===== src/rtl/riscv_i32_ifetch_mem_adapter.sv =====
// Instruction-fetch adapter: turns ifetch requests into single-word SRAM reads and returns tagged responses.
// The read strobe is driven in the accept cycle; every ifetch_resp__* field is registered.
module riscv_i32_ifetch_mem_adapter #(
  parameter logic [31:0] MEM_BASE      = 32'h0000_0000,
  parameter int          MEM_SIZE_LOG2 = 16,
  parameter int          WAIT_TIMEOUT  = 15
) (
  input  logic        clk,
  input  logic        reset,
  input  logic        ifetch_req__flush_pipeline,
  input  logic [2:0]  ifetch_req__req_type,
  input  logic        ifetch_req__debug_fetch,
  input  logic [31:0] ifetch_req__address,
  input  logic [2:0]  ifetch_req__mode,
  input  logic        ifetch_req__predicted_branch,
  input  logic [31:0] ifetch_req__pc_if_mispredicted,
  output logic        ifetch_resp__valid,
  output logic        ifetch_resp__debug,
  output logic [31:0] ifetch_resp__data,
  output logic [2:0]  ifetch_resp__mode,
  output logic        ifetch_resp__error,
  output logic [1:0]  ifetch_resp__tag,
  output logic        mem_read_enable,
  output logic [29:0] mem_address,
  input  logic [31:0] mem_read_data,
  input  logic        mem_wait,
  input  logic        mem_error
);

  typedef enum logic [1:0] {IDLE, ACCESS, LOCAL} state_e;

  state_e      state_q;
  logic [1:0]  tag_q;
  logic [7:0]  wait_cnt_q;
  logic        drain_q;
  logic        pend_q;
  logic [29:0] addr_q;
  logic [2:0]  mode_q;
  logic [1:0]  rtag_q;

  logic        resp_valid_q;
  logic        resp_debug_q;
  logic [31:0] resp_data_q;
  logic [2:0]  resp_mode_q;
  logic        resp_error_q;
  logic [1:0]  resp_tag_q;

  logic        req_vld;
  logic        flush;
  logic        in_access;
  logic        accept;
  logic [1:0]  req_tag;
  logic [31:0] offset;
  logic        fault;
  logic        req_mem;
  logic        issued_active;
  logic        outstanding;
  logic        issue_new;
  logic        issue_pend;
  logic        wait_hit;
  logic        data_done;
  logic        timeout;
  logic        unused_ok;

  assign unused_ok = ^{ifetch_req__predicted_branch, ifetch_req__pc_if_mispredicted};

  assign req_vld   = |ifetch_req__req_type;
  assign flush     = ifetch_req__flush_pipeline;
  assign in_access = (state_q == ACCESS);
  assign accept    = (req_vld || flush) && (!in_access || flush);
  assign req_tag   = tag_q + {1'b0, flush};

  assign offset  = ifetch_req__address - MEM_BASE;
  assign fault   = !ifetch_req__debug_fetch &&
                   ((ifetch_req__address[1:0] != 2'b00) || ((offset >> MEM_SIZE_LOG2) != 32'd0));
  assign req_mem = req_vld && !ifetch_req__debug_fetch && !fault;

  // A read is still owned by memory if it was abandoned, or is the live access already issued.
  assign issued_active = in_access && !pend_q;
  assign outstanding   = drain_q || issued_active;
  assign issue_new     = accept && req_mem && !outstanding;
  assign issue_pend    = in_access && pend_q && !drain_q && !accept;

  assign wait_hit  = (wait_cnt_q + 8'd1) >= 8'(WAIT_TIMEOUT);
  assign data_done = issued_active && !mem_wait;
  assign timeout   = in_access && mem_wait && wait_hit;

  always_comb begin
    mem_read_enable = 1'b0;
    mem_address     = '0;
    if (!reset) begin
      if (issue_new) begin
        mem_read_enable = 1'b1;
        mem_address     = ifetch_req__address[31:2];
      end else if (issue_pend) begin
        mem_read_enable = 1'b1;
        mem_address     = addr_q;
      end
    end
  end

  always_ff @(posedge clk or posedge reset) begin
    if (reset) begin
      state_q      <= IDLE;
      tag_q        <= '0;
      wait_cnt_q   <= '0;
      drain_q      <= 1'b0;
      pend_q       <= 1'b0;
      addr_q       <= '0;
      mode_q       <= '0;
      rtag_q       <= '0;
      resp_valid_q <= 1'b0;
      resp_debug_q <= 1'b0;
      resp_data_q  <= '0;
      resp_mode_q  <= '0;
      resp_error_q <= 1'b0;
      resp_tag_q   <= '0;
    end else begin
      resp_valid_q <= 1'b0;
      resp_debug_q <= 1'b0;
      resp_data_q  <= '0;
      resp_mode_q  <= '0;
      resp_error_q <= 1'b0;
      resp_tag_q   <= '0;

      if (in_access && mem_wait) wait_cnt_q <= wait_cnt_q + 8'd1;
      if (issue_pend) begin
        pend_q     <= 1'b0;
        wait_cnt_q <= '0;
      end

      // An abandoned read keeps draining until memory signals completion once.
      drain_q <= mem_wait && (drain_q || (issued_active && (accept || timeout)));

      if (accept) begin
        tag_q      <= req_tag;
        addr_q     <= ifetch_req__address[31:2];
        mode_q     <= ifetch_req__mode;
        rtag_q     <= req_tag;
        wait_cnt_q <= '0;
        pend_q     <= 1'b0;
        if (!req_vld) begin
          state_q <= IDLE;
        end else if (!req_mem) begin
          state_q      <= LOCAL;
          resp_valid_q <= 1'b1;
          resp_debug_q <= ifetch_req__debug_fetch;
          resp_error_q <= !ifetch_req__debug_fetch;
          resp_mode_q  <= ifetch_req__mode;
          resp_tag_q   <= req_tag;
        end else begin
          state_q <= ACCESS;
          pend_q  <= !issue_new;
        end
      end else if (in_access) begin
        if (data_done) begin
          state_q      <= IDLE;
          resp_valid_q <= 1'b1;
          resp_data_q  <= mem_read_data;
          resp_error_q <= mem_error;
          resp_mode_q  <= mode_q;
          resp_tag_q   <= rtag_q;
        end else if (timeout) begin
          state_q      <= IDLE;
          pend_q       <= 1'b0;
          resp_valid_q <= 1'b1;
          resp_error_q <= 1'b1;
          resp_mode_q  <= mode_q;
          resp_tag_q   <= rtag_q;
        end
      end else if (state_q == LOCAL) begin
        state_q <= IDLE;
      end
    end
  end

  assign ifetch_resp__valid = resp_valid_q;
  assign ifetch_resp__debug = resp_debug_q;
  assign ifetch_resp__data  = resp_data_q;
  assign ifetch_resp__mode  = resp_mode_q;
  assign ifetch_resp__error = resp_error_q;
  assign ifetch_resp__tag   = resp_tag_q;

endmodule


===== config.mk =====
export PLATFORM = sky130hd
export DESIGN_NAME = riscv_i32_ifetch_mem_adapter
export DESIGN_NICKNAME = d
export VERILOG_FILES = /design/src/rtl/riscv_i32_ifetch_mem_adapter.sv
export SDC_FILE = /design/constraint.sdc
export NUM_CORES = 1
export LEC_CHECK = 0
export BUFFER_PORTS_ARGS = -buffer_cell sky130_fd_sc_hd__buf_2
export CAP_MARGIN = 5
export CORE_MARGIN = 5
export CORE_UTILIZATION = 46
export DETAILED_ROUTE_END_ITERATION = 8
export GPL_ROUTABILITY_DRIVEN = 1
export GPL_TIMING_DRIVEN = 0
export PLACE_DENSITY = 0.89
export RECOVER_POWER = 100
export SYNTH_ARGS = -nofsm -noshare
export SYNTH_HDL_FRONTEND = slang
export SYNTH_SLANG_ARGS = --single-unit

===== constraint.sdc =====
create_clock -name clk -period 2.99 [get_ports clk]
set_clock_uncertainty 0.05 [all_clocks]
set_input_delay 0.1495 -clock clk [delete_from_list [all_inputs] [get_ports clk]]
set_output_delay 0.1495 -clock clk [all_outputs]
set_load 0.01 [all_outputs]

**Word-level counts from Yosys, hierarchy flattened**

Cells that the tools add are included.

- Mux-type cells: 52
- $lt $le $gt $ge: 1
- Eq/ne operators: 3
- Reductions and logical operators: 36
- Add/sub/neg operators: 2

Operators with widths:

| cell | count |
|---|---|
| $mux 32 | 3 |
| $mux 30 | 3 |
| $reduce_bool 32->1 | 1 |
| $mux 2 | 13 |
| $mux 1 | 24 |
| $mux 8 | 3 |
| $mux 3 | 6 |
| $logic_and 1x1->1 | 15 |
| $logic_not 1->1 | 9 |
| $add 8x1->8 const B | 1 |
| $ge 8x4->1 const B | 1 |
| $logic_or 1x1->1 | 6 |
| $reduce_bool 3->1 | 2 |
| $ne 4x1->1 const B | 1 |
| $reduce_or 3->1 | 1 |
| $add 2x1->2 | 1 |
| $eq 2x1->1 const B | 1 |
| $eq 2x2->1 const B | 1 |
| $reduce_and 2->1 | 1 |
| $reduce_bool 2->1 | 1 |

- Register bits: 87
- Bits of input ports: 109
- Output and inout bits: 71
- Logic and storage cells: 107

**Logic depth before layout (Yosys ltp)**

- Depth in word-level cells: 11
- Gate-level depth with buffers: 6
- Depth with buffers taken out: 6

**Worst setup path after synthesis**

No wires, ideal clock.

- Path kind: input to output
- From: in reset
- To: out mem_read_enable
- Data arrival time: 2402 ps
- Stages: 2
- Required time: 2791 ps
- Path slack: 388 ps
- Path through: inv_1 and3_1

- Cells in the longest elaborated chain, start to end: 1

Ends and longest elaborated chain:

| what | line | source |
|---|---|---|
| start, declared | 9 | `input logic reset,` |
| $mux 1 | 91 | `if (!reset) begin` |
| end, declared | 23 | `output logic mem_read_enable,` |

Every way passes these cells.

**Worst setup path after layout**

- From: in ifetch_req__address[16]
- To: out mem_address[6]

- Cells in the longest elaborated chain, start to end: 9

Ends and longest elaborated chain:

| what | line | source |
|---|---|---|
| start, declared | 13 | `input logic [31:0] ifetch_req__address,` |
| $reduce_bool 32->1 | 75 | `((ifetch_req__address[1:0] != 2'b00) \|\| ((offset >> MEM_SIZE_LOG2) != 32'd0));` |
| $logic_or 1x1->1 | 75 |  |
| $logic_and 1x1->1 | 74 | `assign fault = !ifetch_req__debug_fetch &&` |
| $logic_not 1->1 | 76 | `assign req_mem = req_vld && !ifetch_req__debug_fetch && !fault;` |
| $logic_and 1x1->1 | 76 |  |
| $logic_and 1x1->1 (2 in series) | 81 | `assign issue_new = accept && req_mem && !outstanding;` |
| $mux 30 | 92 | `if (issue_new) begin` |
| $mux 30 | 91 |  |
| end, declared | 24 | `output logic [29:0] mem_address,` |

Every way passes these cells.

==> impl_metrics.tcl <==
set metrics [dict create \
    status "completed" \
    path_cells "dlygate4sd3_1 -> buf_2 -> or4_4 -> nor2_4 -> nand3b_4 -> nor4_4 -> buf_6 -> a22o_2 -> clkbuf_1" \
    synth.most_common_cell "dfrtp_1" \
    coreArea_sq_um 7807 \
    grt_max_degree 73 \
    hpwl_um 6601 \
    cell_internal_pwr_mw 1.718 \
    vias 3164 \
    drt_iter0_markers 60 \
    grt-ovfl-total 0 \
    syn-mean-instance-area_sq_um 12.40 \
    power_frac_seq_pct 54.2 \
    antenna_cells 0 \
    ys_ff_latch 87 \
    hold_violations 0 \
    synth_fa_ha_area_share_pct 1.012 \
    clk_pin_slew_worst_paths_ns 0.09 \
    stdcell_count 629 \
    die_w_um 99.79 \
    track_usage_pct 22.73 \
    max_stage_delay_ns 0.54 \
    post_drt_wl_per_cell_um 16.99 \
    tns_ns 0 \
    startpoint "ifetch_req__address[16]" \
    wirelength_um 10680 \
    htree_levels 3 \
    synth_top_family_by_area "simple AND/OR/NAND/NOR gates" \
    async_flop_share_pct 100.0 \
    finalMaxSlewViolations 0 \
    synthCells 299 \
    gr-usage-met3_pct 8.339 \
    busiest_layer "met2" \
    synthDistinctLibCells 43 \
    yosysTopAreaCellShare_pct 58.70 \
    dieHeight_um 99.79 \
    fin_hold_ws_ns 0.01822 \
    rows 32 \
    antenna_found_initial 1 \
    vias_per_cell 5.030 \
    drive_above_1_share_pct 29.60 \
    crit_path_start_kind "primary input" \
    gp_congestion 0.7836 \
    synth_seq_area_share_pct 58.70 \
    grt_pass1_vias 3598 \
    fin_nets 634 \
    cts_sinks 87 \
    synth_edf_count 0 \
    powerDensity_nw_per_um2 437.5 \
    root_buffer "clkbuf_8" \
    power_leakage_nw 2.466 \
    critPathArrivalTime_ns 2.48 \
    netlist_top_cells_area "dfrtp_1 59%, mux2_2 10%, and2_1 8.1%, a22o_2 2.7%, nor2_1 1.5%" \
    dieArea_sq_um 9958 \
    place_inst 548 \
    synth_warnings 0 \
    fin_util_pct 68.37 \
    hp-class "primary input to flip-flop" \
    power_mw 2.335 \
    reg2reg_depth 4 \
    final_antenna_net_count 0 \
    netSwitchingFraction_pct 26.44 \
    port_buffers 146 \
    synth_flop_cell "dfrtp_1" \
    ir_drop_mv 0.2655 \
    cts_resized 0 \
    end_kind "output port" \
    fmax_mhz 373.2 \
    worstPathMaxFanout 10 \
    yosysTopAreaCell "dfrtp_1" \
    reg2reg_to "addr_q[23]" \
    worstPathRequired_ns 2.79 \
    timing.final.crit_share_pct 89.61 \
    synthXorXnorAreaFrac_pct 1.889 \
    r2r_slack_ns 0.69 \
    pwr-share-clk_pct 33.4 \
    met1_usage_pct 25.98 \
    cp_num_cells 9 \
    io_pins 180 \
    rsz0062_at_grt "no" \
    first_pass_iters 4 \
    timing.final.crit_period_ns 2.679 \
    cpLargestDelayFamily "simple AND/OR/NAND/NOR gates" \
    syn_to_final_growth_pct 43.93 \
    clock_path_buffers 2 \
    worstSetupPathType "primary input to output port" \
    reg2reg_from "state_q[1]" \
    netlist_area_sq_um 3709 \
    cts_buffers 9 \
    synthMuxAreaShare_pct 10.59 \
    cp.buffers_inverters 4 \
    pwr-share-comb_pct 12.3 \
    setup_viol 0 \
    clk_latency_ns 0.35 \
    slowest_stage "dlygate4sd3_1" \
    initial_core_util_pct 47.50 \
    grt_pass1_wl_um 17860 \
    synthTopCellsByCount "87 x dfrtp_1, 48 x and2_1, 34 x mux2_2" \
    drc 0 \
    met2_usage_pct 38.58 \
    synth-compound-area-share_pct 7.996 \
    tightest_slew_ns 0.6800 \
    cts_tree "done" \
    cap_viol_max_count 0 \
    power.switching_mw 0.6175 \
    synth_simple_gate_area_share_pct 17.65 \
    critPathCapture "mem_address[6]" \
    syn_nets 411 \
    slew-limit-headroom_pct 54.67 \
]
[repair_timing]
item,4_1_cts,5_1_grt
hold buffers,65,0
buffers inserted,0,0
hold endpoints to repair,83,0
[how the worst min path moves through the flow]
stage	start	to	slack (ns)	depth (start not counted)
6_report	ifetch_req__address[18]	addr_q[16]	0.02	2
4_1_cts	ifetch_req__address[18]	addr_q[16]	0.0001	2
3_5_place_dp	reset	addr_q[0]	0.10	2
3_3_place_gp	mem_read_data[31]	ifetch_resp__data[31]	0.30	2
5_1_grt	ifetch_req__address[18]	addr_q[16]	0.007	2
2_1_floorplan	ifetch_req__mode[0]	ifetch_resp__mode[0]	0.22	2
[cell usage in the layout (no fill, tap or decap), types with 3 or more instances in the layout]
cell,Yosys,layout
a211oi_1,3,3
a21oi_1,4,5
a22o_1,4,4
a22o_2,10,10
and2_0,0,34
and2_1,48,14
buf_2,4,85
clkbuf_1,6,71
clkbuf_8,0,9
dfrtp_1,87,87
dlygate4sd3_1,0,65
ha_1,3,3
inv_1,7,6
inv_6,0,3
mux2_2,34,34
nand2_1,14,14
nand3_1,9,9
nor2_1,15,16
nor3_1,4,4
o21ai_0,8,8
or3_1,3,3
xnor2_1,4,4
xor2_1,4,4
[registers in the layout, indices dropped and copies added, names as in the netlist]
name                cells
wait_cnt_q              8
ifetch_resp__tag        2
pend_q                  1
ifetch_resp__error      1
addr_q                 30
ifetch_resp__mode       3
rtag_q                  2
ifetch_resp__data      32
mode_q                  3
drain_q                 1
ifetch_resp__debug      1
state_q                 2
ifetch_resp__valid      1
[power groups by stage]
stage	sequential [mW]	clock [mW]	combinational, mW
detailed placement	1.29	0	0.223
global route	1.27	0.847	0.321
finish	1.27	0.781	0.288
floorplan	1.29	0	0.108
global placement	1.29	0	0.210
CTS	1.27	0.790	0.290
[kinds of logic (layout without fill, tap and decap cells)]
kind of cell               count (synthesis)  in the layout
adders and majority gates                  3              3
and+or+nand+nor                          110            110
buffers and inverters                     18            246
DFF                                       87             87
AOI/OAI and AO/OA                         38             38
muxes                                     35             35
xor gates and xnor gates                   8              8
[metal layers]
metal	part of all wire, %	up-vias	wire length, um
met4	2.7	2	285
li1	-	1470	-
met1	38	1528	4054
met2	49	136	5259
met5	0.094	-	10
met3	10	28	1074
[cell type report]
type | instances | area, sq um
Buffer | 11 | 48.80
Clock buffer | 9 | 123.9
Clock inverter | 7 | 61.31
Fill cell | 592 | 2470
Inverter | 7 | 28.78
Multi-Input combinational cell | 194 | 1438
Sequential cell | 87 | 2177
Tap cell | 102 | 127.6
Timing Repair Buffer | 212 | 1333
[metrics by stage]
stage,cell area (sq um),setup WS (ns)
after floorplan,3709,0.3883
after global placement,4567,-0.5096
after detailed placement,4597,0.8131
after CTS,5433,0.3186
after global routing,5338,0.1681
final,5338,0.3106
No activity file was read; power rests on OpenSTA's default activity.
